<file path="src/rtl/hdmi_packet_pkg.sv">
// Shared definitions for the HDMI data island packet serializer.
// Holds the BCH(64,56)/(32,24) generator constant, the packet geometry,
// the subpacket array type, the serializer FSM state type, and the one-bit
// BCH step used by every ECC register.
package hdmi_packet_pkg;

    // x^8 + x^7 + x^6 + 1, applied in a right-shifting register.
    localparam logic [7:0]  BCH_POLY       = 8'h83;
    localparam int unsigned PKT_SLICES     = 32;
    localparam int unsigned HDR_DATA_BITS  = 24;
    localparam int unsigned SUB_DATA_PAIRS = 28;
    localparam int unsigned NUM_SUBS       = 4;
    localparam int unsigned SUB_BITS       = 56;

    // Subpackets 0..3, each 7 bytes with byte 0 in bits 7:0.
    typedef logic [NUM_SUBS-1:0][SUB_BITS-1:0] sub_array_t;

    typedef enum logic {
        StIdle,
        StSend
    } ser_state_e;

    // Fold one data bit into the running ECC.
    function automatic logic [7:0] bch_step(input logic [7:0] ecc, input logic d);
        logic fb;
        fb = ecc[0] ^ d;
        return (ecc >> 1) ^ (fb ? BCH_POLY : 8'h00);
    endfunction

endpackage

</file>
<file path="src/rtl/bch_ecc_lfsr.sv">
// Eight-bit BCH parity register for one data island ECC block.
// Ports:
//   clk_i     clock
//   rst_ni    asynchronous active-low reset, clears the parity
//   clr_i     synchronous clear (start of a new packet), wins over en_i
//   en_i      fold this cycle's data bit(s) into the parity
//   d0_i      first data bit of the cycle
//   d1_i      second data bit of the cycle (used only when TwoBit=1)
//   ecc_o     current parity value
module bch_ecc_lfsr
    import hdmi_packet_pkg::*;
#(
    // 0: one bit per cycle (header); 1: d0_i then d1_i per cycle (subpackets)
    parameter logic TwoBit = 1'b0
) (
    input  logic       clk_i,
    input  logic       rst_ni,
    input  logic       clr_i,
    input  logic       en_i,
    input  logic       d0_i,
    input  logic       d1_i,
    output logic [7:0] ecc_o
);

    logic [7:0] ecc_q, ecc_d;
    logic [7:0] step_one;
    logic [7:0] step_two;

    always_comb begin
        step_one = bch_step(ecc_q, d0_i);
        step_two = bch_step(step_one, d1_i);
        ecc_d    = ecc_q;
        if (clr_i) begin
            ecc_d = '0;
        end else if (en_i) begin
            ecc_d = TwoBit ? step_two : step_one;
        end
    end

    always_ff @(posedge clk_i or negedge rst_ni) begin
        if (!rst_ni) begin
            ecc_q <= '0;
        end else begin
            ecc_q <= ecc_d;
        end
    end

    assign ecc_o = ecc_q;

endmodule

</file>
<file path="src/rtl/data_island_packet_serializer.sv">
// HDMI data island packet serializer.
// Accepts a 24-bit header plus four 56-bit subpackets and emits them as 32
// nine-bit slices, appending the BCH parity of the header (slices 24..31)
// and of each subpacket (slices 28..31). The packet is latched on
// acceptance, so the inputs may change freely while it is sent.
// Ports:
//   clk_pixel    pixel clock, all state changes on its rising edge
//   reset_n      asynchronous active-low reset
//   in_valid     a packet is presented on header/sub
//   in_ready     a packet can be accepted this cycle
//   header       HB2..HB0, HB0 in bits 7:0
//   sub          subpackets 3..0, 56 bits each
//   out_valid    packet_data carries a slice
//   packet_data  bit 0 header/ECC, bits 4:1 even bits of sub 3..0,
//                bits 8:5 odd bits of sub 3..0
//   packet_last  high with the 32nd slice
module data_island_packet_serializer
    import hdmi_packet_pkg::*;
#(
    // Allow the next packet to be taken during the last slice of the current one.
    parameter logic BACK_TO_BACK = 1'b1
) (
    input  logic             clk_pixel,
    input  logic             reset_n,
    input  logic             in_valid,
    output logic             in_ready,
    input  logic [23:0]      header,
    input  logic [3:0][55:0] sub,
    output logic             out_valid,
    output logic [8:0]       packet_data,
    output logic             packet_last
);

    localparam logic [4:0] LastCnt = 5'(PKT_SLICES - 1);
    localparam logic [4:0] HdrEnd  = 5'(HDR_DATA_BITS);
    localparam logic [4:0] SubEnd  = 5'(SUB_DATA_PAIRS);

    ser_state_e state_q, state_d;
    logic [4:0] cnt_q, cnt_d;
    logic [23:0] hdr_q, hdr_d;
    sub_array_t sub_q, sub_d;

    logic at_last;
    logic accept;
    logic clr_ecc;
    logic in_hdr_data;
    logic in_sub_data;
    logic hdr_en;
    logic sub_en;
    logic hdr_bit;
    logic [NUM_SUBS-1:0] sub_even;
    logic [NUM_SUBS-1:0] sub_odd;
    logic [7:0] hdr_ecc;
    logic [7:0] sub_ecc [NUM_SUBS];

    assign at_last     = (state_q == StSend) && (cnt_q == LastCnt);
    assign in_ready    = (state_q == StIdle) || (at_last && BACK_TO_BACK);
    assign accept      = in_valid && in_ready;
    assign in_hdr_data = cnt_q < HdrEnd;
    assign in_sub_data = cnt_q < SubEnd;
    assign hdr_en      = (state_q == StSend) && in_hdr_data;
    assign sub_en      = (state_q == StSend) && in_sub_data;

    // Data bits of the current slice; only meaningful while in the data
    // region, the ECC enables and the output mux ignore them elsewhere.
    always_comb begin
        hdr_bit = hdr_q[cnt_q];
        for (int unsigned k = 0; k < NUM_SUBS; k++) begin
            sub_even[k] = sub_q[k][{cnt_q, 1'b0}];
            sub_odd[k]  = sub_q[k][{cnt_q, 1'b1}];
        end
    end

    always_comb begin
        state_d = state_q;
        cnt_d   = cnt_q;
        hdr_d   = hdr_q;
        sub_d   = sub_q;
        clr_ecc = 1'b0;
        unique case (state_q)
            StIdle: begin
                if (in_valid) begin
                    state_d = StSend;
                    cnt_d   = '0;
                    hdr_d   = header;
                    sub_d   = sub;
                    clr_ecc = 1'b1;
                end
            end
            StSend: begin
                if (!at_last) begin
                    cnt_d = cnt_q + 5'd1;
                end else if (accept) begin
                    // Gapless hand-over to the next packet.
                    cnt_d   = '0;
                    hdr_d   = header;
                    sub_d   = sub;
                    clr_ecc = 1'b1;
                end else begin
                    state_d = StIdle;
                    cnt_d   = '0;
                end
            end
            default: begin
                state_d = StIdle;
                cnt_d   = '0;
            end
        endcase
    end

    always_ff @(posedge clk_pixel or negedge reset_n) begin
        if (!reset_n) begin
            state_q <= StIdle;
            cnt_q   <= '0;
            hdr_q   <= '0;
            sub_q   <= '0;
        end else begin
            state_q <= state_d;
            cnt_q   <= cnt_d;
            hdr_q   <= hdr_d;
            sub_q   <= sub_d;
        end
    end

    bch_ecc_lfsr #(
        .TwoBit(1'b0)
    ) u_hdr_ecc (
        .clk_i (clk_pixel),
        .rst_ni(reset_n),
        .clr_i (clr_ecc),
        .en_i  (hdr_en),
        .d0_i  (hdr_bit),
        .d1_i  (1'b0),
        .ecc_o (hdr_ecc)
    );

    for (genvar k = 0; k < NUM_SUBS; k++) begin : g_sub_ecc
        bch_ecc_lfsr #(
            .TwoBit(1'b1)
        ) u_sub_ecc (
            .clk_i (clk_pixel),
            .rst_ni(reset_n),
            .clr_i (clr_ecc),
            .en_i  (sub_en),
            .d0_i  (sub_even[k]),
            .d1_i  (sub_odd[k]),
            .ecc_o (sub_ecc[k])
        );
    end

    // Outputs depend only on registered state, never on the inputs.
    always_comb begin
        out_valid   = 1'b0;
        packet_last = 1'b0;
        packet_data = '0;
        if (state_q == StSend) begin
            out_valid   = 1'b1;
            packet_last = at_last;
            // Slices 24..31 carry parity bits 0..7; cnt_q[2:0] is that offset.
            packet_data[0] = in_hdr_data ? hdr_bit : hdr_ecc[cnt_q[2:0]];
            for (int unsigned k = 0; k < NUM_SUBS; k++) begin
                if (in_sub_data) begin
                    packet_data[1 + k] = sub_even[k];
                    packet_data[5 + k] = sub_odd[k];
                end else begin
                    packet_data[1 + k] = sub_ecc[k][{cnt_q[1:0], 1'b0}];
                    packet_data[5 + k] = sub_ecc[k][{cnt_q[1:0], 1'b1}];
                end
            end
        end
    end

endmodule

</file>
<file path="config.mk">
export PLATFORM = sky130hd
export DESIGN_NAME = data_island_packet_serializer
export DESIGN_NICKNAME = d
export VERILOG_FILES = /design/src/rtl/hdmi_packet_pkg.sv /design/src/rtl/bch_ecc_lfsr.sv /design/src/rtl/data_island_packet_serializer.sv
export SDC_FILE = /design/constraint.sdc
export NUM_CORES = 1
export LEC_CHECK = 0
export ABC_AREA = 0
export CAP_MARGIN = 15
export CORE_ASPECT_RATIO = 0.9
export CORE_MARGIN = 2
export CORE_UTILIZATION = 50
export DETAILED_ROUTE_END_ITERATION = 12
export HOLD_SLACK_MARGIN = 0.15
export PLACE_DENSITY_LB_ADDON = 0.3
export SYNTH_ARGS = -nofsm -noshare
export SYNTH_HDL_FRONTEND = slang
export SYNTH_SLANG_ARGS = --single-unit
export TNS_END_PERCENT = 20
</file>
<file path="constraint.sdc">
create_clock -name clk_pixel -period 3.6 [get_ports clk_pixel]
set_input_delay 0.72 -clock clk_pixel [delete_from_list [all_inputs] [get_ports clk_pixel]]
set_output_delay 0.72 -clock clk_pixel [all_outputs]
set_load 0.03 [all_outputs]
</file>
==> impl_metrics.env <==
export IMPL_cts_sinks=294
export IMPL_cp_end_kind="output port"
export IMPL_commonest_cells_after_routing_fill_and_taps_aside="nand2_1, dfrtp_1, clkdlybuf4s50_1, mux2i_1"
export IMPL_die_w_um=181
export IMPL_ctsHtreeMaxLevel=1
export IMPL_layout_cells_most_common="nand2_1"
export IMPL_max_clock_path_buffers=3
export IMPL_comb_power_share_pct=46.4
export IMPL_drcViolationCount=0
export IMPL_maxClockFrequency_mhz=282
export IMPL_result_of_the_run="finished clean"
export IMPL_layout_area_overhead_vs_synth_pct=29.1
export IMPL_crit_reg2reg_capture="g_sub_ecc[2].u_sub_ecc.ecc_o[1]"
export IMPL_powerDensity_nw_per_um2=925
export IMPL_crit_arrival_ps=2830
export IMPL_critical_path_startpoint="cnt_q[0]"
export IMPL_drt_initial_drc_count=1005
export IMPL_initial_utilization_pct=50.6
export IMPL_final_layout_size_suffix_gt1_share_pct=8.08
export IMPL_synth_area_leader_cell="dfrtp_1"
export IMPL_dr_total_vias=11900
export IMPL_dpl_hpwl_um=27300
export IMPL_n_antenna_cell=0
export IMPL_synthesized_area_divided_by_synthesized_cell_count_um2=8.91
export IMPL_critical_path_reg2reg_startpoint="cnt_q[0]"
export IMPL_critical_path_peak_fanout=31
export IMPL_critical_path_endpoint="packet_data[3]"
export IMPL_drtPass1Iterations=5
export IMPL_crit_path_start_kind="flip-flop"
export IMPL_post_layout_nets=2074
export IMPL_die_span_y_um=163
export IMPL_mappedNetlistNets=1836
export IMPL_dieArea_um2=29600
export IMPL_clock_tree_root_cell="clkbuf_16"
export IMPL_seq_power_share_pct=35.1
export IMPL_synthDistinctLibCells=44
export IMPL_synth_top_area_share_pct=52.1
export IMPL_routed_wire_length_per_instance_um=17.7
export IMPL_tritoncts="yes"
export IMPL_power_switching_fraction_pct=38.6
export IMPL_port_buffers=262
export IMPL_routed_wl_um=39000
export IMPL_clk_pin_slew_worst_paths_ps=60
export IMPL_rsz_0062_raised_after_global_routing="true"
export IMPL_synth_cell_area_um2=14100
export IMPL_crit_path_top_delay_cell="dfrtp_4"
export IMPL_worst_r2r_cell_count=8
export IMPL_cts_hold_buffers_added=0
export IMPL_coreArea_um2=27900
export IMPL_setup_viol=0
export IMPL_synth_sequential_area_ratio_pct=52.1
export IMPL_final_max_slew_viol_count=0
export IMPL_worst_slew_margin_rel_pct=38.3
export IMPL_share_clk_of_total_power_pct=18.5
export IMPL_place_ws_ps=320
export IMPL_numCtsBuffers=31
export IMPL_hold_viol_final=0
export IMPL_wp_data_required_ps=2880
export IMPL_leakagePower_nw=8.96
export IMPL_number_of_antenna_violations_at_the_first_check_in_global_routing=0
export IMPL_global_route_overflow_total=0
export IMPL_finalWeightedCongestion=0.839
export IMPL_synth_top_cells_by_area="dfrtp_1, nand2_1, mux2i_1"
export IMPL_yosysWarnings=0
export IMPL_net_switching_power_mw=6.51
export IMPL_layout_worst_path_cycle_share_pct=98.7
export IMPL_grt_pass1_vias=11900
export IMPL_fin_ws_ps=48.5
export IMPL_count_of_antenna_violating_nets_left_after_detailed_routing=0
export IMPL_grt_pass1_wl_um=62800
export IMPL_p_int_mw=10.3
export IMPL_placement_rows=58
export IMPL_clock_skew_ps=19.0
export IMPL_syn_instance_count=1583
export IMPL_final_min_clock_period_ps=3550
export IMPL_largest_net_degree_at_the_start_of_global_routing=143
export IMPL_min_path_type="in2async"
export IMPL_avgViaCountPerCell=5.40
export IMPL_reported_max_cap_violation_count=0
export IMPL_critical_path_cell_by_cell="buf_16 > mux2i_1 > a221oi_2 > o21ai_1 > a221o_1 > a21boi_2 > buf_4 > buf_12"
export IMPL_layout_filler_cells=2263
export IMPL_top_level_ports=263
export IMPL_clock_insertion_delay_at_the_later_pin_of_the_skew_report_ps=570
export IMPL_reg2reg_setup_slack_ps=330
export IMPL_worst_setup_path_type="reg2out"
export IMPL_total_power_mw=16.9
export IMPL_synth_seq_cells=294
export IMPL_tightest_slew_ps=926
export IMPL_ir_worst_vdd_v=0.000564
export IMPL_delay_of_the_slowest_critical_path_stage_ps=560
export IMPL_track_usage_pct=26.7
-- logic make-up after synthesis --
logic type | share of synthesized area [%]
xor gates and xnor gates | 1.12
AOI/OAI and AO/OA | 5.91
buffers and inverters | 3.40
adders and majority gates | 0.177
muxes | 11.7
and+or+nand+nor | 25.6
DFF | 52.1
-- power by group through the flow --
stage	registers, mW	clock network (mW)	logic, mW
global placement	5.89	0	7.29
CTS	5.92	3.17	7.66
finish	5.92	3.12	7.81
detailed placement	5.94	0	7.54
floorplan	5.70	0	5.57
global route	6.09	3.32	8.61
-- worst min-delay path by stage --
stage	end	slack, ps	cells past startpoint
floorplan	cnt_q[0]	420	0
global placement	sub_q[109]	450	2
detailed placement	sub_q[110]	460	2
CTS	hdr_q[17]	230	1
global route	hdr_q[15]	240	1
finish	hdr_q[17]	200	1
-- routing by layer --
metal  routed length (µm)  vias to the layer above  GRT usage (%)
li1                     -                     5630              -
met1                16900                     5787           37.0
met2                18500                      422           43.8
met3                 2670                       62           4.97
met4                  984                        0           6.80
met5                    0                        -              0
-- cell usage after synthesis, drive strengths merged --
cell and n:
nand2 817, dfrtp 294, mux2i 94, clkbuf 77, a21oi 47, a22oi 42, mux4 31, buf 25
nand3 21, o21ai 18, and2 14, nor2 14, nor2b 13, xor2 10, nand4 8, xnor2 8
nand2b 6, nor3 6, and3 5, a2111o 4, a211oi 4, o21a 4, a21boi 2, a221o 2
a221oi 2, and3b 2, ha 2, inv 2, nor4b 2, o22ai 2, and2b 1, mux2 1
nor3b 1, o31ai 1, o32ai 1
-- cell type report --
cell class                 instances  area [µm²]  area share, %
clock buffer                      48         890           4.88
clock inverter                     7         100          0.549
inverter                           2        7.51         0.0412
multi-input combinational       1185        6340           34.8
sequential                       294        7360           40.4
tap                              360         450           2.47
timing repair buffer             307        3070           16.9
-- flip-flops by register name (all words and copies together), names as in the netlist --
signal,cells
cnt_q,5
sub_q,224
hdr_q,24
u_hdr_ecc.ecc_o,8
g_sub_ecc.u_sub_ecc.ecc_o,32
state_q,1
-- critical path: cells and delay by family (launching register included) --
family,cells,cell delay [ps]
AO/OA/AOI/OAI,4,1050
flip-flops,1,560
multiplexers,1,160
buffers and inverters,3,490
-- through the flow --
step	setup TNS (ps)	util, %	cells	cell area (µm²)	hold slack [ps]
after detailed placement	0	61.5	2143	17100	458
after floorplan	0	-	1583	14100	424
after global placement	0	61.5	2143	17100	453
after CTS	-2.19	65.1	2198	18200	232
after global routing	-201	65.4	2203	18200	244
final	0	65.4	2203	18200	203
-- what timing repair did --
action,CTS,global route
pin swaps,0,3
setup buffers,0,5
resized for setup,12,7
endpoints found under the setup margin,7,9
(Power assumes the default switching activity.)
